$ cat config.mk
export PLATFORM = sky130hd
export DESIGN_NAME = ram_copy_engine
export DESIGN_NICKNAME = d
export VERILOG_FILES = /design/src/rtl/ram_copy_engine.sv
export SDC_FILE = /design/constraint.sdc
export NUM_CORES = 1
export LEC_CHECK = 0
export CAP_MARGIN = 0
export CORE_ASPECT_RATIO = 0.5
export CORE_MARGIN = 2
export CORE_UTILIZATION = 45
export DETAILED_ROUTE_END_ITERATION = 7
export PLACE_DENSITY = 0.84
export SYNTH_ARGS = -nofsm -noshare
export SYNTH_HDL_FRONTEND = slang
export SYNTH_SLANG_ARGS = --single-unit
$ cat constraint.sdc
create_clock -name clk -period 1.7 [get_ports clk]
set_input_delay 0.17 -clock clk [delete_from_list [all_inputs] [get_ports clk]]
set_output_delay 0.17 -clock clk [all_outputs]
set_load 0.05 [all_outputs]
$ cat src/rtl/ram_copy_engine.sv
// ============================================================================
// Module   : ram_copy_engine
// Purpose  : Word-at-a-time RAM-to-RAM copy engine with an asynchronous-read
//            RAM. Optional fill mode is enabled by `RAM_COPY_ENGINE_FILL_EN.
// Revision : 1.0 - initial release
// ============================================================================
`default_nettype none

module ram_copy_engine #(
    parameter int DWIDTH = 8,
    parameter int AWIDTH = 8
) (
    input  logic              clk,
    input  logic              rst,
    input  logic              start,
    input  logic [AWIDTH-1:0] src_addr,
    input  logic [AWIDTH-1:0] dst_addr,
    input  logic [AWIDTH:0]   len,
`ifdef RAM_COPY_ENGINE_FILL_EN
    input  logic              fill_mode,
    input  logic [DWIDTH-1:0] fill_data,
`endif
    output logic              busy,
    output logic              done,
    output logic [AWIDTH-1:0] rd_addr,
    input  logic [DWIDTH-1:0] rd_data,
    output logic [AWIDTH-1:0] wr_addr,
    output logic [DWIDTH-1:0] wr_data,
    output logic              wr_en
);

    typedef enum logic [1:0] {
        S_IDLE = 2'd0,
        S_COPY = 2'd1,
        S_DONE = 2'd2
    } state_t;

    state_t            state_q, state_d;
    logic [AWIDTH-1:0] src_q, src_d;
    logic [AWIDTH-1:0] dst_q, dst_d;
    logic [AWIDTH:0]   cnt_q, cnt_d;

`ifdef RAM_COPY_ENGINE_FILL_EN
    logic              fill_mode_q, fill_mode_d;
    logic [DWIDTH-1:0] fill_data_q, fill_data_d;
`endif

    always_ff @(posedge clk) begin
        if (rst) begin
            state_q <= S_IDLE;
            src_q   <= '0;
            dst_q   <= '0;
            cnt_q   <= '0;
        end else begin
            state_q <= state_d;
            src_q   <= src_d;
            dst_q   <= dst_d;
            cnt_q   <= cnt_d;
        end
    end

`ifdef RAM_COPY_ENGINE_FILL_EN
    always_ff @(posedge clk) begin
        if (rst) begin
            fill_mode_q <= 1'b0;
            fill_data_q <= '0;
        end else begin
            fill_mode_q <= fill_mode_d;
            fill_data_q <= fill_data_d;
        end
    end
`endif

    always_comb begin
        state_d = state_q;
        src_d   = src_q;
        dst_d   = dst_q;
        cnt_d   = cnt_q;
`ifdef RAM_COPY_ENGINE_FILL_EN
        fill_mode_d = fill_mode_q;
        fill_data_d = fill_data_q;
`endif
        case (state_q)
            S_IDLE: begin
                if (start) begin
                    // A zero-length command skips COPY and leaves pointers untouched.
                    if (len != '0) begin
                        state_d = S_COPY;
                        src_d   = src_addr;
                        dst_d   = dst_addr;
                        cnt_d   = len;
`ifdef RAM_COPY_ENGINE_FILL_EN
                        fill_mode_d = fill_mode;
                        fill_data_d = fill_data;
`endif
                    end else begin
                        state_d = S_DONE;
                    end
                end
            end
            S_COPY: begin
                src_d = src_q + 1'b1;
                dst_d = dst_q + 1'b1;
                cnt_d = cnt_q - 1'b1;
                if (cnt_q == {{AWIDTH{1'b0}}, 1'b1}) begin
                    state_d = S_DONE;
                end
            end
            S_DONE: begin
                state_d = S_IDLE;
            end
            default: begin
                state_d = S_IDLE;
            end
        endcase
    end

    // Read and write share the cycle: the RAM read is combinational, so each
    // read sees every write committed on earlier edges of the same command.
    assign rd_addr = src_q;
    assign wr_addr = dst_q;
    assign wr_en   = (state_q == S_COPY) && !rst;
    assign busy    = (state_q != S_IDLE);
    assign done    = (state_q == S_DONE);

`ifdef RAM_COPY_ENGINE_FILL_EN
    assign wr_data = fill_mode_q ? fill_data_q : rd_data;
`else
    assign wr_data = rd_data;
`endif

endmodule

`default_nettype wire

==> summary.txt, run 1 <==
Clock tree
  – Post-cts hold buffer count: 0
  – PostCTS Resize Cnt: 4
  – TritonCTS clock tree: yes
  – Post-CTS Setup Repair Bufs: 0
  – Clk slew on worst S/H paths: 0.10 ns
  – Worst skew pair latency: approximately 0.28 ns
  – CTS root buf: clkbuf_8
  – TritonCTS Buffers: 3
  – Clk sinks: 27
  – CTS H-tree lvls: 1
  – Max Buffers Root-to-Sink: 2

Timing
  – Hold Violations, Final: 0
  – PnR worst setup slack: 0.0316 ns
  – Tightest Pin Transition: 0.491 ns
  – Max Clock Freq: 599 MHz
  – Final Cycle Share: a little over nine tenths
  – Post-layout min period: 1.67 ns
  – Clk_skew: 0.00925 ns
  – Slew Viols, Final: 0
  – Final setup fails: 0
  – Worst slew margin: 67.2%

Setup path
  – Critical path type: reg2out
  – Startpoint Class: flop
  – CP max FO: 16
  – Critical Path AT: approximately 1.5 ns
  – Critical path capture point: wr_en
  – Reg2Reg Launch Point: cnt_q[1]$_SDFFE_PP0P_
  – Setup crit end kind: output pin
  – Worst-path cell chain: nand2b_2 -> buf_6 -> buf_4 -> nor2_4 -> buf_12
  – R2r endpoint: cnt_q[6]$_SDFFE_PP0P_
  – R2R Setup Slk: approximately 0.040 ns
  – Worst setup path start: state_q[1]$_SDFFE_PP0P_
  – R2R depth: 6
  – Worst path slowest cell: dfxtp_1
  – WP data required: roughly 1.5 ns
  – CP peak stage delay: 0.36 ns

Floorplanning
  – Chip width: roughly 92 um
  – Initial Util: between 40% and 50%
  – Top-Level Pins: 63
  – Die outline height: about 48 um
  – Row Count: 15
  – Core region area: ~3500 um2
  – Die ar.: 4380 um2

Drt
  – DRT Wirelength: ~4900 um
  – Drt wl/cell: between 15 and 20 um
  – DRC Markers: 0
  – Vias: 1893
  – Drt pass-1 iters: 4
  – Final ANT Viol Nets: 0
  – Initial DRC count: 100
  – Vias/cell: 5.84

Placement
  – Port-buffer cells: 46
  – Inst Count DP: 320
  – Pre-CTS setup slack: -0.123 ns
  – Dpl hpwl: roughly 3500 um
  – GPL Wtd Cong: a little under 0.9

Cells and area
  – Ratio of cells with drive above 1 in the final layout: between 10% and 20%
  – Syn-to-layout area delta: 38.2%
  – Final std cells w/o fill: ~320
  – Most common cell after layout, fill and taps aside: buf_4
  – # nets final: 314
  – Most frequent cells in the layout: buf_4 (34), clkdlybuf4s50_1 (30), a21oi_1 (28)
  – # diodes: 0

Power
  – Leak: 0.870 nW
  – P_sw: slightly above 0.8 mW
  – Switching share of power: approximately two fifths
  – Clk pwr share: 18.0%
  – Internal cell power: 1.27 mW
  – Reg power frac: between 30 and 40%
  – Maximum vdd drop: 364 uV
  – PwrDens: 875 nW/um2
  – Comb power frac: a little over two fifths

Global routing
  – All-Layer GR Usage: between 20% and 30%
  – Total gr overflow: 0
  – Vias in the first global route: between 1500 and 2000
  – First-pass GRT wire length: 7920 um
  – Initial antenna violation count: 0
  – Largest net degree at the start of global routing: 26

Synthesis
  – Post-Syn Area: around 1700 um2
  – Synth Register Bits: 27
  – Synth cell types: 39
  – Cell count after synthesis: 224
  – Post-synth top flop: dfxtp_1
  – Post-synthesis sequential area ratio: a little under a third
  – Syn avg cell area: ~7.7 um2
  – Syn_nets: between 200 and 300
  – Synth warn: 0
  – Post-synth EDFFs: 0
  – Synth async-reset ratio: 0%

Hold path
  – Hold crit path type: in2out

Status
  – Outcome: completed

Run
  – Max-cap viol count: 0
[power groups by stage]
stage                     logic (mW)  clock network [mW]  registers, mW
after CTS                      0.882               0.380          0.806
final                          0.903               0.375          0.811
after detailed placement       0.875                   0          0.818
after global placement         0.857                   0          0.812
after floorplan                0.447                   0          0.945
after global routing           0.971               0.404          0.826
[per-layer routing]
layer	vias up	track usage, %	part of all wire, %
met2	54	42.9	49
met3	9	3.78	4.7
met5	-	0	0
met1	899	29.8	45
met4	0	6.67	1.0
li1	931	-	-
[kinds of logic (layout without fill, tap and decap cells)]
family,Yosys count,in the layout,share of synthesized area [%]
mux,1,1,0.652
simple gates,83,83,27.1
fa+ha+maj,4,4,2.90
buf+inv,27,76,8.40
compound gates,82,82,29.7
flops,27,27,31.3
[layout make-up]
| class | count | area, um2 |
|---|---|---|
| fillers | 285 | 1160 |
| multi-input cells | 170 | 1070 |
| clock inverters | 1 | 5.00 |
| flip-flops and latches | 27 | 544 |
| well taps | 51 | 63.8 |
| repair buffers | 69 | 647 |
| inverters | 3 | 11.3 |
| clock buffers | 3 | 41.3 |
[worst min-delay path by stage]
stage | cells after the start | slack [ns] | from | to
final | 0 | 0.34 | rd_data[2] | wr_data[2]
after global routing | 0 | 0.34 | rd_data[0] | wr_data[0]
after CTS | 0 | 0.34 | rd_data[2] | wr_data[2]
after detailed placement | 0 | 0.34 | rd_data[2] | wr_data[2]
after global placement | 0 | 0.34 | rd_data[2] | wr_data[2]
after floorplan | 2 | 0.33 | start | state_q[0]$_SDFFE_PP0P_
[registers in the layout, summed over array words and instances, names as in the netlist]
name / cells
cnt_q: 9
rd_addr: 8
wr_addr: 8
state_q: 2
[per-stage QoR]
stage	power (mW)	setup TNS, ns	hold WS, ns	utilization (%)	area (um2)
final	2.09	0	0.340	67.3	2390
after global routing	2.20	-0.0577	0.340	67.3	2390
after CTS	2.07	0	0.341	66.6	2360
after detailed placement	1.69	-1.77	0.341	65.0	2310
after global placement	1.67	-1.86	0.341	65.0	2310
after floorplan	1.39	0	0.325	-	1730
[critical path: cells and delay by family (launching register included)]
family                 cells  cell delay (ns)
AND/OR/NAND/NOR            2             0.36
buffers and inverters      3             0.50
flip-flops                 1             0.36
[synthesized netlist by cell type, types with 2 or more instances]
library cell | count | area [um2]
inv_1 | 3 | 11.3
nor3_1 | 6 | 30.0
nand2b_1 | 10 | 62.6
nor4_1 | 8 | 50.1
dfxtp_1 | 27 | 541
nand4_1 | 2 | 12.5
and2_1 | 7 | 43.8
o31a_1 | 3 | 26.3
nor2_1 | 8 | 30.0
ha_1 | 4 | 50.1
clkbuf_1 | 7 | 26.3
or3b_1 | 2 | 17.5
nand2_1 | 17 | 63.8
or4_1 | 2 | 15.0
nand3_1 | 9 | 45.0
nor2b_1 | 5 | 31.3
o32ai_1 | 7 | 61.3
a21oi_1 | 28 | 140
a21o_1 | 2 | 15.0
a311oi_1 | 5 | 43.8
o21a_1 | 3 | 22.5
nor3b_1 | 4 | 30.0
a211oi_1 | 4 | 30.0
a31oi_1 | 2 | 12.5
o21ai_0 | 9 | 45.0
o21ai_1 | 12 | 60.1
buf_4 | 9 | 67.6
buf_2 | 8 | 40.0
Note: power is estimated with default switching activity, not from simulation.
==> run 2, diff against run 1 <==
--- a/config.mk
+++ b/config.mk
@@ -7,7 +7,7 @@
 export LEC_CHECK = 0
 export CAP_MARGIN = 0
 export CORE_ASPECT_RATIO = 0.5
-export CORE_MARGIN = 2
+export CORE_MARGIN = 3
 export CORE_UTILIZATION = 45
 export DETAILED_ROUTE_END_ITERATION = 7
 export PLACE_DENSITY = 0.84
==> run 2 against run 1 <==
First-iteration DRC count decreased by 22%. Combinational power down 2.8%. Global-route usage decreased by 2.9 points. Count of clock-buffer cells in the layout is 1 higher. Register-to-register slack better by 0.03 ns. Final cell count shrank 1.2%. Setup slack gained 0.027 ns. Clock power fell by 2%. Critical path depth shrank 4. Sequential share of layout area grew 0.29 points. Critical endpoint is now rd_addr[7]. Largest cell class unchanged. Largest power group unchanged.
==> summary.txt, run 2 (synthesis results as in run 1) <==
Hold path
  – Hold crit path type: in2out

Power
  – Leak: approximately 0.85 nW
  – Internal cell power: 1.26 mW
  – Clk pwr share: between 15 and 20%
  – Comb power frac: around 43%
  – Reg power frac: between 30% and 40%
  – Maximum vdd drop: between 300 and 400 uV
  – Switching share of power: slightly below 40%
  – P_sw: 0.798 mW
  – PwrDens: a little under 900 nW/um2

Placement
  – Inst Count DP: 316
  – GPL Wtd Cong: ~0.83
  – Dpl hpwl: 3490 um
  – Port-buffer cells: 46

Global routing
  – Total gr overflow: 0
  – First-pass GRT wire length: about 7800 um
  – Initial antenna violation count: 0
  – All-Layer GR Usage: 20.4%
  – Vias in the first global route: between 1500 and 2000
  – Largest net degree at the start of global routing: 35

Setup path
  – CP max FO: 3
  – Startpoint Class: flop
  – WP buf/inv: 1
  – Critical path type: reg2out
  – Critical Path AT: ~1.5 ns
  – CP delay by family, top: buffers and inverters
  – Worst-path cell chain: clkdlybuf4s50_1
  – Worst path slowest cell: clkdlybuf4s50_1
  – CP peak stage delay: around 0.8 ns
  – WP data required: between 1.5 and 2 ns
  – Setup crit end kind: output pin

Clock tree
  – Clk sinks: 27
  – TritonCTS clock tree: yes
  – PostCTS Resize Cnt: 0
  – CTS root buf: clkbuf_8
  – Post-CTS Setup Repair Bufs: 0
  – Max Buffers Root-to-Sink: 2
  – Worst skew pair latency: approximately 0.27 ns
  – TritonCTS Buffers: 3
  – Clk slew on worst S/H paths: ~0.090 ns
  – CTS H-tree lvls: 1
  – Post-cts hold buffer count: 0

Timing
  – RSZ-0062 raised after global routing: no
  – Hold Violations, Final: 0
  – Clk_skew: between 0.002 and 0.0025 ns
  – Final Cycle Share: 96.6%
  – Final setup fails: 0
  – Min Hold Slack: approximately 0.34 ns
  – Tightest Pin Transition: between 0.4 and 0.5 ns
  – Max Clock Freq: roughly 610 MHz
  – Slew Viols, Final: 0
  – Post-layout min period: 1.64 ns
  – Worst slew margin: approximately 67%

Drt
  – DRC Markers: 0
  – Vias: 1837
  – DRT Wirelength: around 4800 um
  – Drt pass-1 iters: 4
  – Initial DRC count: 78
  – Drt wl/cell: 15.1 um
  – Vias/cell: ~5.7
  – Final ANT Viol Nets: 0

Cells and area
  – Largest register FFs: 9
  – Biggest register: cnt_q
  – # diodes: 0
  – Most frequent cells in the layout: buf_4 (31), clkdlybuf4s50_1 (29), a21oi_1 (28)
  – Final std cells w/o fill: 320
  – Ratio of cells with drive above 1 in the final layout: between 10% and 20%
  – Most common cell after layout, fill and taps aside: buf_4
  – Syn-to-layout area delta: 35.8%
  – # nets final: between 300 and 400

Floorplanning
  – Chip width: approximately 94 um
  – Initial Util: 48.5%
  – Core region area: 3570 um2
  – Die outline height: 49.8 um
  – Top-Level Pins: 63
  – Die ar.: roughly 4700 um2
  – Row Count: 15

Status
  – Outcome: completed

Run
  – Max-cap viol count: 0
run 2: worst register-to-register path, stage by stage (launching register included):
cell and delay, ns:
dfxtp_1 0.36, inv_1 0.11, ha_2 0.21, or3b_4 0.40, o31a_1 0.25, o21ai_1 0.12
a21oi_1 0.07
run 2: layout make-up:
class | instances | area (um2)
repair buffers | 65 | 623
inverters | 3 | 11.3
well taps | 51 | 63.8
multi-input cells | 170 | 1060
clock buffers | 4 | 45.0
fillers | 290 | 1220
flip-flops and latches | 27 | 542
run 2: metal layers:
metal  vias to the layer above  global-route usage [%]  wire length [um]
met5                         -                       0                 0
met4                         0                    5.52                57
met3                         8                    3.81               281
met2                        65                    36.8              2460
met1                       845                    25.1              2030
li1                        919                       -                 -
run 2: per-stage QoR:
step                      total power [mW]  instance area, um2  utilization [%]  setup TNS, ns  setup WS, ns
after floorplan                       1.39                1730                -              0        0.0429
final                                 2.06                2350             65.8              0        0.0586
after global placement                1.65                2280             64.0        -0.0383       -0.0383
after global routing                  2.17                2350             65.8              0        0.0114
after detailed placement              1.68                2280             64.0         -0.984       -0.0801
after CTS                             2.04                2330             65.2              0        0.0363
run 2: final timing paths:
check	start	to	slack [ns]	cells past startpoint
setup / recovery	rd_addr[7]$_SDFFE_PP0P_	rd_addr[7]	0.06	1
hold / removal	rd_data[2]	wr_data[2]	0.34	0
setup reg to reg	cnt_q[0]$_SDFFE_PP0P_	cnt_q[6]$_SDFFE_PP0P_	0.07	6
hold reg to reg	cnt_q[7]$_SDFFE_PP0P_	cnt_q[7]$_SDFFE_PP0P_	0.51	2
run 2: power groups by stage:
| stage | Sequential (mW) | Clock (mW) | Combinational (mW) |
|---|---|---|---|
| final | 0.811 | 0.366 | 0.878 |
| after global placement | 0.815 | 0 | 0.836 |
| after global routing | 0.826 | 0.404 | 0.937 |
| after CTS | 0.804 | 0.376 | 0.861 |
| after floorplan | 0.945 | 0 | 0.447 |
| after detailed placement | 0.818 | 0 | 0.858 |
==> run 3, diff against run 2 <==
--- a/config.mk
+++ b/config.mk
@@ -11,6 +11,8 @@
 export CORE_UTILIZATION = 45
 export DETAILED_ROUTE_END_ITERATION = 7
 export PLACE_DENSITY = 0.84
+export SKIP_CTS_REPAIR_TIMING = 1
+export SLEW_MARGIN = 30
 export SYNTH_ARGS = -nofsm -noshare
 export SYNTH_HDL_FRONTEND = slang
 export SYNTH_SLANG_ARGS = --single-unit
==> results of run 3 <==
The final DEF is identical to that of run 2; final timing and power are the same.
